==> src/rtl/edge_detect_multi.sv <==
// Multi-channel level-to-tick detector: per-channel synchroniser, debounce filter,
// mode-qualified one-cycle tick, sticky flag, saturating event counter and OR'd irq.
module edge_detect_multi #(
  parameter int CH    = 4,
  parameter int SYNC  = 2,
  parameter int DB_W  = 4,
  parameter int CNT_W = 8
) (
  input  logic               clk,
  input  logic               reset,
  input  logic [CH-1:0]      level,
  input  logic [2*CH-1:0]    mode,
  input  logic [DB_W-1:0]    db_limit,
  input  logic [CH-1:0]      clr,
  output logic [CH-1:0]      tick,
  output logic [CH-1:0]      flag,
  output logic [CH*CNT_W-1:0] count,
  output logic               irq
);

  logic [SYNC-1:0]  syncQ   [CH];
  logic [CH-1:0]    syncLast;
  logic [CH-1:0]    fQ, fD;
  logic [DB_W-1:0]  cQ      [CH];
  logic [DB_W-1:0]  cD      [CH];
  logic [CH-1:0]    tickQ, tickD;
  logic [CH-1:0]    flagQ, flagD;
  logic [CNT_W-1:0] countQ  [CH];
  logic [CNT_W-1:0] countD  [CH];

  always_comb begin
    for (int i = 0; i < CH; i++) begin
      syncLast[i] = syncQ[i][SYNC-1];
    end
  end

  // f follows s in every mode so that enabling a channel later never fires a stale edge;
  // mode only gates whether the filtered edge becomes a tick.
  always_comb begin
    fD    = fQ;
    tickD = '0;
    flagD = flagQ;
    for (int i = 0; i < CH; i++) begin
      cD[i]     = cQ[i];
      countD[i] = countQ[i];
      if (syncLast[i] == fQ[i]) begin
        cD[i] = '0;
      end else if (cQ[i] >= db_limit) begin
        fD[i]    = syncLast[i];
        cD[i]    = '0;
        tickD[i] = syncLast[i] ? mode[2*i] : mode[2*i+1];
      end else begin
        cD[i] = cQ[i] + DB_W'(1);
      end

      // A tick coinciding with clr wins: flag stays set and the count restarts at 1.
      flagD[i] = tickD[i] | (flagQ[i] & ~clr[i]);
      if (clr[i]) begin
        countD[i] = CNT_W'(tickD[i]);
      end else if (tickD[i] && (countQ[i] != {CNT_W{1'b1}})) begin
        countD[i] = countQ[i] + CNT_W'(1);
      end
    end
  end

  always_ff @(posedge clk or posedge reset) begin
    if (reset) begin
      fQ    <= '0;
      tickQ <= '0;
      flagQ <= '0;
      for (int i = 0; i < CH; i++) begin
        syncQ[i]  <= '0;
        cQ[i]     <= '0;
        countQ[i] <= '0;
      end
    end else begin
      fQ    <= fD;
      tickQ <= tickD;
      flagQ <= flagD;
      for (int i = 0; i < CH; i++) begin
        syncQ[i]  <= {syncQ[i][SYNC-2:0], level[i]};
        cQ[i]     <= cD[i];
        countQ[i] <= countD[i];
      end
    end
  end

  for (genvar g = 0; g < CH; g++) begin : gCount
    assign count[g*CNT_W +: CNT_W] = countQ[g];
  end

  assign tick = tickQ;
  assign flag = flagQ;
  assign irq  = |flagQ;

endmodule

==> config.mk <==
export PLATFORM = sky130hd
export DESIGN_NAME = edge_detect_multi
export DESIGN_NICKNAME = d
export VERILOG_FILES = /design/src/rtl/edge_detect_multi.sv
export SDC_FILE = /design/constraint.sdc
export NUM_CORES = 1
export LEC_CHECK = 0
export ABC_AREA = 1
export ABC_CLOCK_PERIOD_IN_PS = 2000
export CAP_MARGIN = 25
export CORE_MARGIN = 2
export CORE_UTILIZATION = 40
export CTS_BUF_LIST = sky130_fd_sc_hd__clkbuf_8 sky130_fd_sc_hd__clkbuf_16
export CTS_CLUSTER_SIZE = 12
export DETAILED_ROUTE_END_ITERATION = 8
export GPL_TIMING_DRIVEN = 1
export PLACE_DENSITY = 0.65
export SLEW_MARGIN = 25
export SYNTH_ARGS = -nofsm -noshare
export SYNTH_HDL_FRONTEND = slang
export SYNTH_SLANG_ARGS = --single-unit
==> constraint.sdc <==
create_clock -name clk -period 2 [get_ports clk]
set_input_delay 0.4 -clock clk [delete_from_list [all_inputs] [get_ports clk]]
set_output_delay 0.4 -clock clk [all_outputs]
set_load 0.01 [all_outputs]
## Word level (Yosys, flattened, before mapping)

Cells that the tools add are included.

| word-level totals | value |
|---|---|
| register bits | 68 |
| bits of input ports | 22 |
| output and inout bits | 41 |

| cells by class | value |
|---|---|
| add/sub/neg operators | 8 |
| $lt $le $gt $ge | 4 |
| eq/ne operators | 8 |
| multiplexer cells | 28 |
| bitwise operators | 16 |
| reductions and logical operators | 13 |

Operators by type and width:

| kind | number |
|---|---|
| two-way mux 8 bit | 8 |
| adder 8 x 1 -> 8 bit, second input constant | 4 |
| two-way mux 4 bit | 8 |
| != test 8 bit, second input constant | 4 |
| adder 4 x 1 -> 4 bit, second input constant | 4 |
| greater-or-equal comparator 4 bit | 4 |
| two-way mux 1 bit | 12 |
| NOT 1 bit | 8 |
| AND reduction 2 bit | 4 |
| nonzero test 2 bit | 4 |
| AND 1 bit | 4 |
| == test 1 bit | 4 |
| logical AND 1 bit | 4 |
| OR 1 bit | 4 |
| OR reduction 4 bit | 1 |

## Depth between registers and ports, before layout

Gate-level depths: netlist of run 1.

| logic depth | value |
|---|---|
| word-level depth | 6 |
| gate-level depth with buffers | 11 |

## Least setup slack after synthesis of run 1

Ideal clock, no wire load.

| timing | value |
|---|---|
| path kind | input to register |
| start | in db_limit[3] |
| end | reg countQ (netlist bit count[22]) |
| library setup time | 0.118 ns |
| arrival time | 1.436 ns |
| data required time | 1.882 ns |
| path slack | 0.446 ns |
| cell stages on the path | 8 |
| buffers on the path | 0 |
| cell sequence | inv_1 ha_1 a21oi_1 nand3_1 nand3_4 nand2_4 nand2_1 nand2_1 |

| on the way | value |
|---|---|
| word-level cells in the longest chain between the ends | 5 |

Ends and longest elaborated chain:

| what | RTL line | source |
|---|---|---|
| from (decl) | 13 | `input logic [DB_W-1:0] db_limit,` |
| greater-or-equal comparator 4 bit | 48 | `end else if (cQ[i] >= db_limit) begin` |
| two-way mux 1 bit | 48 |  |
| two-way mux 1 bit | 46 | `if (syncLast[i] == fQ[i]) begin` |
| logical AND 1 bit | 60 | `end else if (tickD[i] && (countQ[i] != {CNT_W{1'b1}})) begin` |
| nonzero test 2 bit (no source line) | - |  |
| to (signal, indexed assignment) | 83 | `countQ[i] <= countD[i];` |
| to (decl) | 28 | `logic [CNT_W-1:0] countQ [CH];` |

Every way passes these cells.
A chain may end at the register's enable or synchronous reset.

## Worst setup path in the final report of run 1

| timing | value |
|---|---|
| start | in db_limit[3] |
| end | reg countQ (netlist bit count[21]) |

The elaborated chain is that of the path after synthesis.

==> results of run 1 <==
-- cell type report --
class,count,share of cell area (%)
Multi-Input combinational cell,342,38.9
Clock buffer,10,2.81
Clock inverter,4,0.384
Timing Repair Buffer,70,14.4
Sequential cell,68,34.8
Inverter,70,5.45
Tap cell,129,3.30
-- power groups by stage --
stage	logic, mW	clock network (mW)	registers, mW
after floorplan	0.739	0	1.79
after global placement	1.17	0	1.80
after detailed placement	1.20	0	1.80
after CTS	1.21	0.991	1.78
after global routing	1.40	1.05	1.81
final	1.20	0.946	1.77
-- flip-flops by register name, summed over array words and instances, names as in the netlist --
register  flops
tick          4
fQ            4
syncQ         4
cQ           16
syncLast      4
flag          4
count        32
-- through the flow --
step / TNS [ps] / utilization (%) / cell area, um2 / std cells
final: 0 / 52.5 / 4890 / 693
after global routing: 0 / 52.5 / 4890 / 693
after CTS: 0 / 52.4 / 4880 / 693
after detailed placement: -9920 / 50.7 / 4730 / 679
after global placement: -7900 / 50.7 / 4730 / 679
after floorplan: 0 / - / 3890 / 486
-- worst max path at each step --
| stage | endpoint | cells after the start |
|---|---|---|
| floorplan | count[22]$_DFFE_PP0P_ | 8 |
| global placement | count[21]$_DFFE_PP0P_ | 9 |
| detailed placement | count[21]$_DFFE_PP0P_ | 9 |
| CTS | count[21]$_DFFE_PP0P_ | 9 |
| global route | count[30]$_DFFE_PP0P_ | 11 |
| finish | count[21]$_DFFE_PP0P_ | 9 |
-- synthesized netlist by cell type (all sizes together) --
| cell | count | area (um2) |
|---|---|---|
| clkinv | 2 | 7.51 |
| a21oi | 7 | 35.0 |
| ha | 24 | 300 |
| xnor2 | 7 | 61.3 |
| nand2 | 140 | 561 |
| xor2 | 11 | 96.3 |
| o21ai | 8 | 40.0 |
| o21bai | 5 | 37.5 |
| nand3 | 64 | 375 |
| inv | 68 | 255 |
| nand4 | 9 | 77.6 |
| nor2 | 56 | 236 |
| buf | 6 | 30.0 |
| nor3 | 6 | 35.0 |
| and3 | 1 | 6.26 |
| nor3b | 4 | 30.0 |
| dfrtp | 68 | 1700 |
-- repair_timing --
action                                  4_1_cts  5_1_grt
setup buffers                                 0        0
endpoints found under the setup margin        0       12
resized for setup                             0        2
-- kinds of logic after synthesis --
family | Yosys count | share of synthesized area, %
adders and majority gates | 24 | 7.73
and+or+nand+nor | 280 | 34.0
DFF | 68 | 43.8
AOI/OAI and AO/OA | 20 | 2.90
buffers and inverters | 76 | 7.53
xor gates and xnor gates | 18 | 4.06
-- per-layer routing --
metal	vias up	wire, um	GRT usage [%]	part of all wire [%]
met3	11	273	5.42	3.4
met5	-	0	0	0
met1	1507	3890	23.2	48
met4	0	99	6.56	1.2
li1	1684	-	-	-
met2	38	3850	25.3	47
-- worst max-delay path, delay by kind of cell --
kind	cells	cell delay [ps]
AOI/OAI and AO/OA	1	230
and+or+nand+nor	5	580
buffers and inverters	2	540
adders and majority gates	1	340
==> results_dict.tcl, run 1 <==
set metrics [dict create \
    clock.fmax_mhz 534 \
    portBuffers 62 \
    core_region_area_mm2 0.00933 \
    cp_data_arrival_time_ps 2100 \
    first_global_vias 2976 \
    drt_pass1_iterations 4 \
    cts.clk_slew.worst_paths_ps 70 \
    hpwlAfterDp_um 5920 \
    totalPowerFinal_mw 3.92 \
    drt_drc_violations_left 0 \
    cts.path.max_buffers 2 \
    grt_setup_unrepaired "false" \
    maximum_fanout_count_along_the_critical_path 9 \
    cellInternalPower_mw 2.58 \
    skew_ps 5.15 \
    pwr-share-clk_pct 24.1 \
    power_frac_comb_pct 30.7 \
    timing_hold_violations_final 0 \
    netlist_area_mm2 0.00389 \
    worst_hold_path.endpoint "syncLast[3]$_DFF_PP0_" \
    critical_path.cell_chain "clkdlybuf4s50_1, inv_1, ha_1, a21oi_1, nand3_2, nand3_4, nand2_4, nand2_1, nand2_1" \
    tritoncts "built" \
    layout_min_cycle_time_ps 1870 \
    cts_hold_buf 0 \
    synthesis.instances 486 \
    grt_pass1_wl_um 14000 \
    floorplan.die_area_mm2 0.0105 \
    routedWlPerCell_um 11.7 \
    critPathCaptureType "flop" \
    hold-path-cell-count 0 \
    min-delay-path-class "reg -> reg" \
    syn_avg_cell_area_um2 8.00 \
    max_slew_violation_count 0 \
    outcome "complete, no violations" \
    power.sequential.fraction_pct 45.2 \
    regArea_mm2 0.00170 \
    grt_start_max_net_pins 29 \
    multi_input_area_mm2 0.00190 \
    nNetsFinal 607 \
    starting_utilization_of_the_core_area_pct 41.7 \
    critical_path.startpoint_type "primary input" \
    regToRegEndpoint "count[21]$_DFFE_PP0P_" \
    setup_crit_start "db_limit[3]" \
    cts_sinks 68 \
    fraction_of_the_yosys_area_taken_by_sequential_cells_pct 43.8 \
    routed_wirelength_um 8120 \
    r2r_cells 7 \
    gp_routability_congestion 0.774 \
    rows 35 \
    reg2reg_slack_ps 370 \
    ys_types 26 \
    critical_path_required_ps 2230 \
    max-vdd-ir-drop_mv 0.361 \
    top_level_ports 63 \
    worst_r2r_startpoint "cQ[7]$_DFF_PP0_" \
    switchingPower_mw 1.34 \
    num_antenna_cells 0 \
    cts_htree_levels 3 \
    sw_frac_of_total_pct 34.1 \
    global_route.overflow_total 0 \
    holdCritStartpoint "syncQ[0]$_DFF_PP0_" \
    num-fill-cells 893 \
    root_buffer "clkbuf_8" \
    antenna_found_initial 0 \
    clock_insertion_delay_worst_skew_ps 340 \
    timing.max_slew.rel_slack_pct 67.1 \
    yosys_register_bits 68 \
    crit_path_max_incr_delay_ps 450 \
    die-width_um 103 \
    ant_nets 0 \
    worstMarginPinSlew_ps 493 \
    tritoncts.num_buffers 9 \
    power_density_mw_per_mm2 801 \
    layout.cells.most_common "nand2_1" \
    layout_common_cells "nand2_1 (134), inv_1 (68), dfrtp_1 (68)" \
    fin_hold_ws_ps 344 \
    fp.dieH_um 103 \
    grt.total_usage_pct 17.0 \
    detailedPlace.worstSlack_ps -258 \
    p_leak_nw 2.53 \
    detail_route.iter0.violations 63 \
    synth_nets 532 \
    viasPerCell 4.68 \
    final_critical_path_setup_slack_ps 128 \
    critPathSlowestCell "clkdlybuf4s50_1" \
    final.period_utilization_pct 93.6 \
    most_frequent_cell_on_the_critical_path "nand2_1" \
    synth-warning-count 0 \
    finalSetupViolCount 0 \
    crit_type "in -> reg" \
    vias 3240 \
    area_growth_syn_to_fin_pct 25.9 \
    max_cap_violations 0 \
    drive_above_1_share_pct 7.62 \
]
Note: power is estimated with default switching activity, not from simulation.
==> run 2, diff against run 1 <==
--- a/config.mk
+++ b/config.mk
@@ -15,6 +15,7 @@
 export DETAILED_ROUTE_END_ITERATION = 8
 export GPL_TIMING_DRIVEN = 1
 export PLACE_DENSITY = 0.65
+export REMOVE_ABC_BUFFERS = 1
 export SLEW_MARGIN = 25
 export SYNTH_ARGS = -nofsm -noshare
 export SYNTH_HDL_FRONTEND = slang
==> run 2 against run 1 <==
Compared with the run above:
- sequential cell count is the same
- count of clock-buffer cells in the layout is the same
- clock power is 0.5% lower
- core utilization up 0.094 points
- critical path type unchanged
- global-route usage increased by 0.14 points
- sequential power about the same
- register-to-register slack gained 20 ps
- non-clock buffer count is 1 higher
- via count rose by 0.74%
==> results_dict.tcl, run 2 (synthesis results as in run 1) <==
set metrics [dict create \
    vias 3264 \
    drt_drc_violations_left 0 \
    routed_wirelength_um 8110 \
    floorplan.die_area_mm2 0.0105 \
    fin_hold_ws_ps 350 \
    max-vdd-ir-drop_mv 0.314 \
    num_antenna_cells 0 \
    met2_length_um 3740 \
    cts.path.max_buffers 2 \
    topRoutingLayerUsed "met4" \
    final_core_utilization_pct 52.6 \
    clock.fmax_mhz 541 \
    drive_above_1_share_pct 7.96 \
    antenna_found_initial 0 \
    crit_type "in -> reg" \
    finalSetupViolCount 0 \
    portBuffers 62 \
    tritoncts "built" \
    first_global_vias 3187 \
    global_route.overflow_total 0 \
    detail_route.iter0.violations 94 \
    max_slew_violation_count 0 \
    p_leak_nw 2.54 \
    skew_ps 6.56 \
    cts_htree_levels 3 \
    critPathCaptureType "flop" \
    hpwlAfterDp_um 5960 \
    totalPowerFinal_mw 3.94 \
    timing_hold_violations_final 0 \
    layout_common_cells "nand2_1 (134), inv_1 (68), dfrtp_1 (68)" \
    routedWlPerCell_um 11.7 \
    grt_pass1_wl_um 14400 \
    fp.dieH_um 103 \
    worstMarginPinSlew_ps 390 \
    ant_nets 0 \
    max_cap_violations 0 \
    critical_path.startpoint_type "primary input" \
    drt_pass1_iterations 4 \
    final-instance-count-excl-fill 694 \
    cp_data_arrival_time_ps 2060 \
    nNetsFinal 608 \
    gp_routability_congestion 0.803 \
    tritoncts.num_buffers 9 \
    grt.total_usage_pct 17.2 \
    cts_sinks 68 \
    core_region_area_mm2 0.00933 \
    area_growth_syn_to_fin_pct 26.1 \
    layout_min_cycle_time_ps 1850 \
    timing.max_slew.rel_slack_pct 74.0 \
    grt_start_max_net_pins 69 \
    largest_reg_flops 32 \
    power_density_mw_per_mm2 804 \
    viasPerCell 4.70 \
    maximum_fanout_count_along_the_critical_path 8 \
    min-delay-path-class "reg -> reg" \
    critical_path_required_ps 2220 \
    cts.clk_slew.worst_paths_ps 70 \
    die-width_um 103 \
    wire_length_on_met1_um 3960 \
    layout.cells.most_common "nand2_1" \
    rows 35 \
    starting_utilization_of_the_core_area_pct 41.7 \
    clock_insertion_delay_worst_skew_ps 330 \
    outcome "complete, no violations" \
    root_buffer "clkbuf_8" \
    top_level_ports 63 \
    place_inst 679 \
    met3_length_um 269 \
    grt_setup_unrepaired "false" \
    final.period_utilization_pct 92.4 \
]
==> run 2: worst paths after layout <==
| check | start | to | slack (ps) | depth (start not counted) |
|---|---|---|---|---|
| max in group asynchronous | reset | cQ[8]$_DFF_PP0_ | 1260 | 3 |
| setup reg to reg | cQ[7]$_DFF_PP0_ | count[19]$_DFFE_PP0P_ | 390 | 7 |
| hold reg to reg | syncQ[2]$_DFF_PP0_ | syncLast[2]$_DFF_PP0_ | 350 | 0 |
| setup / recovery | db_limit[3] | count[19]$_DFFE_PP0P_ | 150 | 9 |
| hold / removal | syncQ[2]$_DFF_PP0_ | syncLast[2]$_DFF_PP0_ | 350 | 0 |
| min in group asynchronous | reset | count[31]$_DFFE_PP0P_ | 460 | 3 |
==> run 2: per-layer routing <==
layer | vias up | track usage [%]
met5 | - | 0
met4 | 0 | 7.38
met3 | 11 | 3.25
met2 | 55 | 26.7
met1 | 1508 | 23.4
li1 | 1690 | -
==> run 2: critical path: stages <==
cell             delay, ps
clkdlybuf4s50_1        450
inv_1                   80
ha_1                   340
a21oi_1                190
nand3_2                180
nand3_4                180
nand2_4                100
nand2_1                 80
nand2_1                 50
==> run 2: area by class of cell <==
cell class / count / area [um2]
flip-flops and latches: 68 / 1700
repair buffers: 71 / 713
clock inverters: 4 / 18.8
multi-input cells: 342 / 1910
inverters: 70 / 263
fillers: 898 / 4430
clock buffers: 10 / 138
well taps: 129 / 161
==> run 2: repair_timing <==
action                                  in CTS  in global routing
hold buffers                                 0                  0
endpoints found under the setup margin       0                 10
buffers inserted                             0                  1
gates resized for setup                      0                  3
==> run 2: through the flow <==
stage               TNS (ps)  setup WS [ps]  area, um2
floorplan              -7580           -112       3860
global placement       -7960           -215       4710
detailed placement     -9530           -246       4710
CTS                        0            108       4870
global route               0          0.296       4900
finish                     0            152       4900
==> run 2: report_power, final <==
group	switching [mW]	internal [mW]	total, mW
registers	0.190	1.59	1.78
clock network	0.482	0.459	0.941
logic	0.669	0.556	1.22
